**src/rtl/fp_add_pipe_if.sv**
```systemverilog
// Handshake/operand bundle for fp_add_pipe: producer side drives operands and
// out_ready, the adder drives in_ready, result and flags.
`timescale 1ns/1ps
interface fp_add_pipe_if #(
   parameter int EXP_W = 5,
   parameter int MAN_W = 10
);
   localparam int W = 1 + EXP_W + MAN_W;

   logic         in_valid;
   logic         in_ready;
   logic [W-1:0] a;
   logic [W-1:0] b;
   logic         sub;
   logic         out_valid;
   logic         out_ready;
   logic [W-1:0] result;
   logic [3:0]   flags;

   modport master (
      output in_valid, a, b, sub, out_ready,
      input  in_ready, out_valid, result, flags
   );

   modport slave (
      input  in_valid, a, b, sub, out_ready,
      output in_ready, out_valid, result, flags
   );
endinterface

```
**src/rtl/fp_add_pipe.sv**
```systemverilog
// fp_add_pipe: 3-stage floating-point adder/subtractor (unpack/align, add, normalise/round).
// Define FP_ADD_PIPE_RNE_EN for round-to-nearest-even; the default build truncates.
`timescale 1ns/1ps
module fp_add_pipe #(
   parameter int EXP_W = 5,
   parameter int MAN_W = 10
) (
   input  logic         clk,
   input  logic         rst,
   fp_add_pipe_if.slave bus
);
   localparam int W  = 1 + EXP_W + MAN_W;
   localparam int MW = MAN_W + 4;
   localparam int SW = MAN_W + 5;
   localparam int XW = EXP_W + 2;
   localparam int LW = $clog2(MW + 1);
   localparam logic [EXP_W-1:0] EXP_ONES = '1;
   localparam logic [XW-1:0]    ONE_X    = XW'(1);
   localparam logic [XW-1:0]    COLLAPSE = XW'(MAN_W + 3);
   localparam logic [W-1:0]     QNAN     = {1'b0, EXP_ONES, 1'b1, {(MAN_W-1){1'b0}}};

   function automatic logic [XW-1:0] eff_exp(input logic [EXP_W-1:0] e);
      return (e == '0) ? ONE_X : {2'b00, e};
   endfunction

   function automatic logic [MW-1:0] align_shift(input logic [MW-1:0] m, input logic [XW-1:0] d);
      logic [2*MW-1:0] ext;
      logic [MW-1:0]   res;
      ext = '0;
      if (d >= COLLAPSE) begin
         res = {{(MW-1){1'b0}}, |m};
      end else begin
         ext = {m, {MW{1'b0}}} >> d;
         res = ext[2*MW-1:MW];
         res[0] = res[0] | (|ext[MW-1:0]);
      end
      return res;
   endfunction

   function automatic logic [LW-1:0] lzc(input logic [MW-1:0] v);
      logic [LW-1:0] n;
      logic          found;
      n     = '0;
      found = 1'b0;
      for (int i = MW-1; i >= 0; i--) begin
         if (!found && v[i]) found = 1'b1;
         else if (!found)    n = n + 1'b1;
      end
      return n;
   endfunction

   // Returns {packed result, overflow, inexact}; m is {hidden, fraction, g, r, s}.
   function automatic logic [W+1:0] round_pack(input logic s, input logic [XW-1:0] e,
                                                 input logic [MW-1:0] m);
      logic [MAN_W+1:0] mr;
      logic [XW-1:0]    ef;
      logic [MAN_W-1:0] fr;
      logic             inc;
      logic             inx;
      inx = |m[2:0];
`ifdef FP_ADD_PIPE_RNE_EN
      inc = m[2] & (m[1] | m[0] | m[3]);
`else
      inc = 1'b0;
`endif
      mr = {1'b0, m[MW-1:3]} + {{(MAN_W+1){1'b0}}, inc};
      if (mr[MAN_W+1]) begin
         ef = e + ONE_X;
         fr = mr[MAN_W:1];
      end else if (mr[MAN_W]) begin
         ef = e;
         fr = mr[MAN_W-1:0];
      end else begin
         ef = '0;
         fr = mr[MAN_W-1:0];
      end
      if (ef >= {2'b00, EXP_ONES})
         return {s, EXP_ONES, {MAN_W{1'b0}}, 1'b1, 1'b1};
      return {s, ef[EXP_W-1:0], fr, 1'b0, inx};
   endfunction

   logic                r_vld_p0, r_vld_p1, r_vld_p2;
   logic [W-1:0]        r_result_p2;
   logic [3:0]          r_flags_p2;
   logic                r_sign_p0, r_esub_p0, r_nan_p0, r_inf_p0;
   logic [XW-1:0]       r_exp_p0;
   logic [MW-1:0]       r_mbig_p0, r_msml_p0;
   logic                r_sign_p1, r_esub_p1, r_nan_p1, r_inf_p1;
   logic [XW-1:0]       r_exp_p1;
   logic signed [SW:0]  r_sum_p1;

   logic                w_adv;
   assign w_adv        = ~r_vld_p2 | bus.out_ready;
   assign bus.in_ready = w_adv;
   assign bus.out_valid = r_vld_p2;
   assign bus.result   = r_result_p2;
   assign bus.flags    = r_flags_p2;

   // ---- S1: unpack, order by magnitude, align the smaller operand
   logic             w_sa, w_sb;
   logic [EXP_W-1:0] w_ea, w_eb;
   logic [MAN_W-1:0] w_fa, w_fb;
   logic             w_nan_a, w_nan_b, w_inf_a, w_inf_b, w_a_big, w_nan, w_inf;
   logic [XW-1:0]    w_xa, w_xb, w_diff;
   logic [MW-1:0]    w_ma, w_mb, w_msml;

   assign w_sa    = bus.a[W-1];
   assign w_ea    = bus.a[W-2 -: EXP_W];
   assign w_fa    = bus.a[MAN_W-1:0];
   assign w_sb    = bus.b[W-1] ^ bus.sub;
   assign w_eb    = bus.b[W-2 -: EXP_W];
   assign w_fb    = bus.b[MAN_W-1:0];
   assign w_nan_a = (w_ea == EXP_ONES) && (w_fa != '0);
   assign w_nan_b = (w_eb == EXP_ONES) && (w_fb != '0);
   assign w_inf_a = (w_ea == EXP_ONES) && (w_fa == '0);
   assign w_inf_b = (w_eb == EXP_ONES) && (w_fb == '0);
   assign w_nan   = w_nan_a | w_nan_b | (w_inf_a & w_inf_b & (w_sa ^ w_sb));
   assign w_inf   = w_inf_a | w_inf_b;
   // An infinity always wins the magnitude compare, so the big sign is the inf sign.
   assign w_a_big = {w_ea, w_fa} >= {w_eb, w_fb};
   assign w_xa    = eff_exp(w_ea);
   assign w_xb    = eff_exp(w_eb);
   assign w_ma    = {|w_ea, w_fa, 3'b000};
   assign w_mb    = {|w_eb, w_fb, 3'b000};
   assign w_diff  = w_a_big ? (w_xa - w_xb) : (w_xb - w_xa);
   assign w_msml  = align_shift(w_a_big ? w_mb : w_ma, w_diff);

   always_ff @(posedge clk) begin
      if (w_adv) begin
         r_sign_p0 <= w_a_big ? w_sa : w_sb;
         r_exp_p0  <= w_a_big ? w_xa : w_xb;
         r_mbig_p0 <= w_a_big ? w_ma : w_mb;
         r_msml_p0 <= w_msml;
         r_esub_p0 <= w_sa ^ w_sb;
         r_nan_p0  <= w_nan;
         r_inf_p0  <= w_inf & ~w_nan;
      end
   end

   // ---- S2: signed mantissa add/subtract (big >= small, so the sum is non-negative)
   logic signed [SW:0] w_big_s, w_sml_s, w_sum_s;
   assign w_big_s = $signed({2'b00, r_mbig_p0});
   assign w_sml_s = $signed({2'b00, r_msml_p0});
   assign w_sum_s = r_esub_p0 ? (w_big_s - w_sml_s) : (w_big_s + w_sml_s);

   always_ff @(posedge clk) begin
      if (w_adv) begin
         r_sum_p1  <= w_sum_s;
         r_sign_p1 <= r_sign_p0;
         r_exp_p1  <= r_exp_p0;
         r_esub_p1 <= r_esub_p0;
         r_nan_p1  <= r_nan_p0;
         r_inf_p1  <= r_inf_p0;
      end
   end

   // ---- S3: normalise (left shift clamped at exponent 1), round, pack, specials
   logic [SW-1:0] w_mag;
   logic [LW-1:0] w_lz;
   logic [XW-1:0] w_lzx, w_maxsh, w_sh, w_nexp;
   logic [MW-1:0] w_norm;
   logic [W+1:0]  w_rp;
   logic [W-1:0]  w_res;
   logic [3:0]    w_flags;

   assign w_mag   = r_sum_p1[SW-1:0];
   assign w_lz    = lzc(w_mag[MW-1:0]);
   assign w_lzx   = XW'(w_lz);
   assign w_maxsh = r_exp_p1 - ONE_X;
   assign w_sh    = (w_lzx < w_maxsh) ? w_lzx : w_maxsh;

   always_comb begin
      w_norm = w_mag[MW-1:0] << w_sh;
      w_nexp = r_exp_p1 - w_sh;
      if (w_mag[SW-1]) begin
         w_norm = {w_mag[SW-1:2], w_mag[1] | w_mag[0]};
         w_nexp = r_exp_p1 + ONE_X;
      end
   end

   assign w_rp = round_pack(r_sign_p1, w_nexp, w_norm);

   always_comb begin
      w_res   = w_rp[W+1:2];
      w_flags = {1'b0, w_rp[1], 1'b0, w_rp[0]};
      if (r_nan_p1) begin
         w_res   = QNAN;
         w_flags = 4'b1000;
      end else if (r_inf_p1) begin
         w_res   = {r_sign_p1, EXP_ONES, {MAN_W{1'b0}}};
         w_flags = 4'b0000;
      end else if (r_sum_p1 == '0) begin
         w_res   = {r_sign_p1 & ~r_esub_p1, {(W-1){1'b0}}};
         w_flags = 4'b0010;
      end
   end

   always_ff @(posedge clk or posedge rst) begin
      if (rst) begin
         r_vld_p0    <= 1'b0;
         r_vld_p1    <= 1'b0;
         r_vld_p2    <= 1'b0;
         r_result_p2 <= '0;
         r_flags_p2  <= '0;
      end else if (w_adv) begin
         r_vld_p0    <= bus.in_valid;
         r_vld_p1    <= r_vld_p0;
         r_vld_p2    <= r_vld_p1;
         r_result_p2 <= w_res;
         r_flags_p2  <= w_flags;
      end
   end
endmodule

```
**src/flat_wrapper.sv**
```systemverilog
// flat-port wrapper written by rule: the top's interface ports become plain ports
module fp_add_pipe_flat 
#(
   parameter int EXP_W = 5,
   parameter int MAN_W = 10
)
  (clk, rst, bus_in_valid, bus_a, bus_b, bus_sub, bus_out_ready, bus_in_ready, bus_out_valid, bus_result, bus_flags);
  fp_add_pipe_if #(.EXP_W(EXP_W), .MAN_W(MAN_W)) bus_i ();
  input  logic clk;
  input  logic rst;
  input wire logic [$bits(bus_i.in_valid)-1:0] bus_in_valid;
  input wire logic [$bits(bus_i.a)-1:0] bus_a;
  input wire logic [$bits(bus_i.b)-1:0] bus_b;
  input wire logic [$bits(bus_i.sub)-1:0] bus_sub;
  input wire logic [$bits(bus_i.out_ready)-1:0] bus_out_ready;
  output wire logic [$bits(bus_i.in_ready)-1:0] bus_in_ready;
  output wire logic [$bits(bus_i.out_valid)-1:0] bus_out_valid;
  output wire logic [$bits(bus_i.result)-1:0] bus_result;
  output wire logic [$bits(bus_i.flags)-1:0] bus_flags;
  assign bus_i.in_valid = bus_in_valid;
  assign bus_i.a = bus_a;
  assign bus_i.b = bus_b;
  assign bus_i.sub = bus_sub;
  assign bus_i.out_ready = bus_out_ready;
  assign bus_in_ready = bus_i.in_ready;
  assign bus_out_valid = bus_i.out_valid;
  assign bus_result = bus_i.result;
  assign bus_flags = bus_i.flags;
  fp_add_pipe #(.EXP_W(EXP_W), .MAN_W(MAN_W)) u_core (.clk(clk), .rst(rst), .bus(bus_i));
endmodule
```
**config.mk**
```make
export PLATFORM = sky130hd
export DESIGN_NAME = fp_add_pipe_flat
export DESIGN_NICKNAME = d
export VERILOG_FILES = /design/src/rtl/fp_add_pipe_if.sv /design/src/rtl/fp_add_pipe.sv /design/src/flat_wrapper.sv
export SDC_FILE = /design/constraint.sdc
export NUM_CORES = 1
export LEC_CHECK = 0
export BUFFER_PORTS_ARGS = -buffer_cell sky130_fd_sc_hd__buf_4
export CAP_MARGIN = 20
export CORE_MARGIN = 2
export CORE_UTILIZATION = 35
export CTS_BUF_LIST = sky130_fd_sc_hd__clkbuf_4
export CTS_CLUSTER_DIAMETER = 120
export DETAILED_ROUTE_END_ITERATION = 10
export PLACE_DENSITY = 0.52
export SLEW_MARGIN = 0
export SYNTH_ARGS = -nofsm -noshare
export SYNTH_HDL_FRONTEND = slang
export SYNTH_SLANG_ARGS = --single-unit
```
**constraint.sdc**
```tcl
create_clock -name clk -period 10.7 [get_ports clk]
set_input_delay 3.21 -clock clk [delete_from_list [all_inputs] [get_ports clk]]
set_output_delay 3.21 -clock clk [all_outputs]
set_load 0.03 [all_outputs]
```
== Word level (Yosys, flattened, before mapping) ==
Cells that the tools add are included.
W data, S select, Z words.
Cells by class
  reduce and logical (&&, ||, !) cells: 42
  mux-type cells: 62
  eq/ne operators: 2
  bitwise logic cells: 15
  magnitude comparators: 4
  $add $sub $neg: 20
  shift-type cells: 2
Operators with widths (count)
  $mux W4: 28
  $mux W16: 4
  $add A4 B1 Y4 const B: 12
  $mux W14: 3
  $mux W18: 2
  $mux W7: 5
  $reduce_or A14 Y1: 2
  $shr A28 B7 Y28: 1
  $sub A7 B7 Y7: 3
  $logic_not A10 Y1: 2
  $reduce_bool A10 Y1: 2
  $logic_and A1 B1 Y1: 17
  $mux W1: 17
  $logic_not A16 Y1: 1
  $add A14 B14 Y15: 1
  $ge A15 B15 Y1: 1
  $sub A14 B14 Y15: 1
  $shl A14 B7 Y14: 1
  $logic_not A1 Y1: 13
  $eq A5 B5 Y1 const B: 2
  $logic_not A5 Y1: 2
  $mux W5: 2
  $reduce_or A5 Y1: 2
  $add A7 B1 Y7 const B: 1
  11 further kinds: 22
Storage, ports and cells
  register bits after elaboration: 89
  logic and storage cells: 166

== Longest topological paths before layout ==
  depth after elaboration: 51
  mapped depth: 59
  gate-level depth less buffers: 56

== Least setup slack after synthesis ==
No wires, ideal clock.
  path type: flip-flop to flip-flop
  start: register u_core.r_sum_p1[12]
  end: register u_core.r_result_p2[8], in the netlist u_core.bus.result[8]
  stages on the path, launching flop included: 58
  slack: -354 ps
  arrival: 10933 ps
  setup time: 122 ps
  cells stage by stage: edfxtp_1 > or2_2 > clkbuf_1 > inv_1 > ha_1 > nand4bb_1 > and2_1 > inv_2 > ha_1 > nand2b_1 > a21oi_1 > nor2b_1 > o22ai_1 > ha_1 > mux2i_1 > a21bo_2 > a22oi_1 > a31oi_1 > [22 not listed] > o21ai_0 > o21ai_1 > clkbuf_1 > clkbuf_1 > ha_1 > nor2b_1 > fa_1 > a21o_1 > a21oi_1 > inv_1 > a21oi_1 > and3b_1 > o21ai_0 > o41a_1 > nand4_1 > a21o_4 > buf_6 > a32o_1
On the way
  longest elaborated chain between the ends: 49
  elaborated cells on any way between the ends: 88
  those cells by class: add/sub (13); order compare (2); shift (1); mux (46); reduce/logical (26)
Ends and longest elaborated chain
  start, declared: line fp_add_pipe.sv:90  | logic signed [SW:0] r_sum_p1;
  start signal, assigned: line fp_add_pipe.sv:148  | r_sum_p1 <= w_sum_s;
  $logic_and A1 B1 Y1: line fp_add_pipe.sv:46  | if (!found && v[i]) found = 1'b1;
  $mux W4 / $mux W1 (equally long branches): line fp_add_pipe.sv:46
  $add A4 B1 Y4 / $logic_not A1 Y1 (equally long branches): line fp_add_pipe.sv:47, fp_add_pipe.sv:46
  $mux W4 / $logic_and A1 B1 Y1 (equally long branches): line fp_add_pipe.sv:47, fp_add_pipe.sv:46
  $mux W4 / $mux W1 (equally long branches): line fp_add_pipe.sv:46
  $add A4 B1 Y4 / $logic_not A1 Y1 (equally long branches): line fp_add_pipe.sv:47, fp_add_pipe.sv:46
  $mux W4 / $logic_and A1 B1 Y1 (equally long branches): line fp_add_pipe.sv:47, fp_add_pipe.sv:46
  $mux W4 / $mux W1 (equally long branches): line fp_add_pipe.sv:46
  [33 not listed]
  $mux W7 / $mux W14 (equally long branches): line fp_add_pipe.sv:175  | if (w_mag[SW-1]) begin
  $mux W7: line fp_add_pipe.sv:70  | end else if (mr[MAN_W]) begin
  $ge A7 B5 Y1: line fp_add_pipe.sv:77  | if (ef >= {2'b00, EXP_ONES})
  $mux W1: line fp_add_pipe.sv:77
  $mux W18: line fp_add_pipe.sv:79  | return {s, ef[EXP_W-1:0], fr, 1'b0, inx};
  $mux W16 (*): line fp_add_pipe.sv:192  | end else if (r_sum_p1 == '0) begin
  $mux W16 (*): line fp_add_pipe.sv:189  | end else if (r_inf_p1) begin
  $mux W16 (*): line fp_add_pipe.sv:186  | if (r_nan_p1) begin
  end signal, assigned: line fp_add_pipe.sv:209  | r_result_p2 <= w_res;
  end, declared: line fp_add_pipe.sv:83  | logic [W-1:0] r_result_p2;
Mark *: on every way between the ends. The rest lies on a longest branch, timed or not.
A chain may end at the register's enable or synchronous reset.

== Worst setup path in the final report ==
  start: register u_core.r_sum_p1[13]
  end: register u_core.r_result_p2[1], in the netlist u_core.bus.result[1]
On the way
  longest elaborated chain between the ends: 51
  elaborated cells on any way between the ends: 93
  those cells by class: add/sub (14); order compare (2); shift (1); mux (49); reduce/logical (27)
Ends and longest elaborated chain (line)
  $mux W1: fp_add_pipe.sv:46
  $add A1 B1 Y2 / $logic_not A1 Y1 (equally long branches): fp_add_pipe.sv:47, fp_add_pipe.sv:46
  $mux W4 / $logic_and A1 B1 Y1 (equally long branches): fp_add_pipe.sv:47, fp_add_pipe.sv:46
  $mux W4 / $mux W1 (equally long branches): fp_add_pipe.sv:46
  $add A4 B1 Y4 / $logic_not A1 Y1 (equally long branches): fp_add_pipe.sv:47, fp_add_pipe.sv:46
  $mux W4 / $logic_and A1 B1 Y1 (equally long branches): fp_add_pipe.sv:47, fp_add_pipe.sv:46
  $mux W4 / $mux W1 (equally long branches): fp_add_pipe.sv:46
  $add A4 B1 Y4 / $logic_not A1 Y1 (equally long branches): fp_add_pipe.sv:47, fp_add_pipe.sv:46
  [35 not listed]
  $mux W7 / $mux W14 (equally long branches): fp_add_pipe.sv:175
  $mux W7: fp_add_pipe.sv:70
  $ge A7 B5 Y1: fp_add_pipe.sv:77
  $mux W1: fp_add_pipe.sv:77
  $mux W18: fp_add_pipe.sv:79
  $mux W16 (*): fp_add_pipe.sv:192
  $mux W16 (*): fp_add_pipe.sv:189
  $mux W16 (*): fp_add_pipe.sv:186
Marked as above.

==> results.yml <==
critical_path:
  cp_slowest_cell: "edfxtp_1"
  critPathKind: "reg -> reg"
  start_kind: "flip-flop"
  cp.arrival_ns: 10.86
  worst-path-max-fanout: 6
  cp_slowest_stage_delay_ns: 0.44
  cp_data_required_time_ns: 11.07
  endpoint_kind: "flip-flop"
yosys:
  netlist_instances: 959
  synth_top_area_share_pct: 21.5
  ys_ff_latch: 82
  yosys-mux-area-fraction_pct: 11.3
  synth_top_family_by_area: "compound AO/OA/AOI/OAI gates"
  syn_avg_cell_area_um2: 8.57
  synth_area_mm2: 0.00822
  synth_top_area_cell: "edfxtp_1"
  async_reset_ff_share_pct: 28.0
  synthAdderAreaFrac_pct: 11.3
  ys_top_cells_by_area: "edfxtp_1 (22%), ha_1 (10%), mux2i_1 (8.3%)"
  synth_cell_types: 77
  synth_compound_area_share_pct: 21.6
  syn_nets: 1068
  synth_edf_count: 59
  synth_top_flop_cell: "edfxtp_1"
  ys_seq_area_share_pct: 28.5
  synth-xor-area-share_pct: 4.11
  synthSimpleGateAreaFrac_pct: 16.9
  synth_warnings: 0
layout:
  drive_gt1_share_pct: 18.3
  final_common_cell: "buf_4"
  mostFrequentLayoutCells: "buf_4 (95), nor2_1 (76), nand2_1 (75)"
  area_delta_synth_final_pct: 15.7
  layout.nets: 1124
  final_util_pct: 40.9
power:
  power.total_mw: 2.60
  p_seq_share_pct: 23.1
  power_frac_clock_pct: 7.1
  swShare_pct: 48.6
  p_per_area_mw_per_mm2: 273
  p_comb_share_pct: 69.8
  switching_power_mw: 1.26
  vdd_drop_max_mv: 0.112
  total_leakage_power_nw: 4.16
  p_int_mw: 1.33
routing:
  routed_wl_um: 22700
  ant_nets: 0
  first_iter_violations: 470
  viasPerCell: 5.42
  firstDrtPassIters: 6
  wire_per_inst_um: 17.0
  drc: 0
  dr_total_vias: 7266
place:
  gp_congestion: 0.874
  dpl.hpwl_um: 17100
  portBuffers: 58
global_route:
  first_global_vias: 6869
  track_usage_pct: 18.1
  antenna_found_initial: 1
  grt_start_max_net_pins: 70
  overflow: 0
  grt_pass1_wl_um: 35700
clocking:
  cts.sinks: 82
  clkLatencyLatePin_ns: 0.47
  clk_pin_slew_ns: 0.12
  cts_max_path_buffers: 2
  htreeDepth: 3
  cts_tree: "built"
  clock-root-buffer: "clkbuf_4"
  numCtsBuffers: 9
sta:
  hold_violations: 0
  period_needed_ns: 10.49
  fin_crit_sh_pct: 98.1
  fin_worst_skew_ns: 0.0258
  worst-slew-pin-transition_ns: 1.02
  fmax_mhz: 95.3
  drv_slew: 0
  slew_headroom_pct: 31.8
  setup_violations: 0
  setup_tns_ns: 0
die:
  ioPinCount: 59
  die_area_mm2: 0.0247
  coreArea_mm2: 0.0233
  row_count: 56
  dieHeight_um: 157
  initial_core_util_pct: 35.3
  die_w_um: 157
flow_run:
  drv_cap: 0
hold_path:
  hold_class: "reg -> reg"
outcome:
  status: "finished, final reports clean"
[through the flow]
step           area [um^2]  setup slack [ns]  hold WS [ns]  instances
3_3_place_gp          9000             0.179         0.402       1302
3_5_place_dp          9000           -0.0965         0.406       1302
5_1_grt               9510            -0.225         0.446       1340
6_report              9510             0.206         0.434       1340
2_1_floorplan         8230            0.0386         0.400        959
4_1_cts               9160            0.0268         0.438       1320
[power groups by stage]
stage | combinational (mW) | clock, mW | sequential [mW]
2_1_floorplan | 1.22 | 0 | 0.574
3_3_place_gp | 1.61 | 0 | 0.601
3_5_place_dp | 1.60 | 0 | 0.604
4_1_cts | 1.62 | 0.192 | 0.596
5_1_grt | 1.99 | 0.206 | 0.615
6_report | 1.81 | 0.184 | 0.599
[synth_stat cells (all sizes together) (5+ instances only)]
cell,count
o211ai,6
nor2b,10
dfrtp,23
a32o,8
nand2,75
inv,76
a21oi,76
o22a,5
edfxtp,59
o21ai,50
a21o,30
a211oi,15
nor4,13
o22ai,6
a31oi,15
and2,6
o31ai,5
nor2,76
nor3,26
nand4,11
buf,12
nand2b,15
o21bai,13
or4,5
and3,8
mux2,20
xor2,6
xnor2,27
mux2i,68
clkbuf,42
ha,68
nand3,18
[cell type report]
| cell class | count | area [um^2] |
|---|---|---|
| timing repair buffer | 98 | 741 |
| fill | 2439 | 13800 |
| sequential | 82 | 2350 |
| clock buffer | 10 | 75.1 |
| inverter | 76 | 290 |
| multi-input combinational | 748 | 5590 |
| antenna | 1 | 2.50 |
| clock inverter | 6 | 67.6 |
| tap | 319 | 399 |
[repair_timing]
item | in CTS | in global routing
pin swaps | 0 | 38
resized for setup | 1 | 42
setup buffers | 2 | 17
hold buffers | 0 | 0
setup endpoints to repair | 11 | 17
cloned | 0 | 2
[path summary, 6_finish.rpt]
check                      slack [ns]                start              endpoint  cells past startpoint
max                              0.21  u_core.r_sum_p1[13]  u_core.bus.result[1]                     57
min                              0.43     u_core.r_sign_p0      u_core.r_sign_p1                      0
max reg2reg                      0.21  u_core.r_sum_p1[13]  u_core.bus.result[1]                     57
min reg2reg                      0.43     u_core.r_sign_p0      u_core.r_sign_p1                      0
max in group asynchronous        7.22                  rst   u_core.bus.flags[0]                      2
min in group asynchronous        2.92                  rst   u_core.bus.flags[1]                      2
[sequential cells by signal, summed over array words and instances (netlist names)]
name and count:
u_core.r_mbig_p0 11, u_core.r_sign_p0 1, u_core.r_msml_p0 14, u_core.r_esub_p0 1, u_core.bus.result 16, u_core.r_exp_p1 5
u_core.r_sign_p1 1, u_core.r_sum_p1 16, u_core.r_exp_p0 5, u_core.r_nan_p0 1, u_core.r_esub_p1 1, u_core.r_vld_p1 1
u_core.r_nan_p1 1, u_core.bus.out_valid 1, u_core.r_inf_p1 1, u_core.bus.flags 4, u_core.r_vld_p0 1, u_core.r_inf_p0 1
[routing by layer]
layer  wire length, um  track usage, %
met4               361            4.72
met1             10200            23.2
met5                 0               0
met2             11400            31.6
met3               768            2.75
[kinds of logic (layout without fill, tap and decap cells)]
family | Yosys count | count (layout)
compound gates | 267 | 268
xor+xnor | 35 | 35
fa+ha+maj | 72 | 72
buf+inv | 130 | 190
flops | 82 | 82
mux | 89 | 89
other cells | 0 | 1
simple gates | 284 | 284
[critical path, delay by kind of cell (launching register included)]
| kind | cells | cell delay (ns) |
|---|---|---|
| DFF | 1 | 0.44 |
| and+or+nand+nor | 14 | 2.30 |
| xor gates and xnor gates | 3 | 0.70 |
| AOI/OAI and AO/OA | 21 | 3.47 |
| buffers and inverters | 5 | 0.46 |
| muxes | 5 | 0.73 |
| adders and majority gates | 9 | 2.30 |
(Power assumes the default switching activity.)
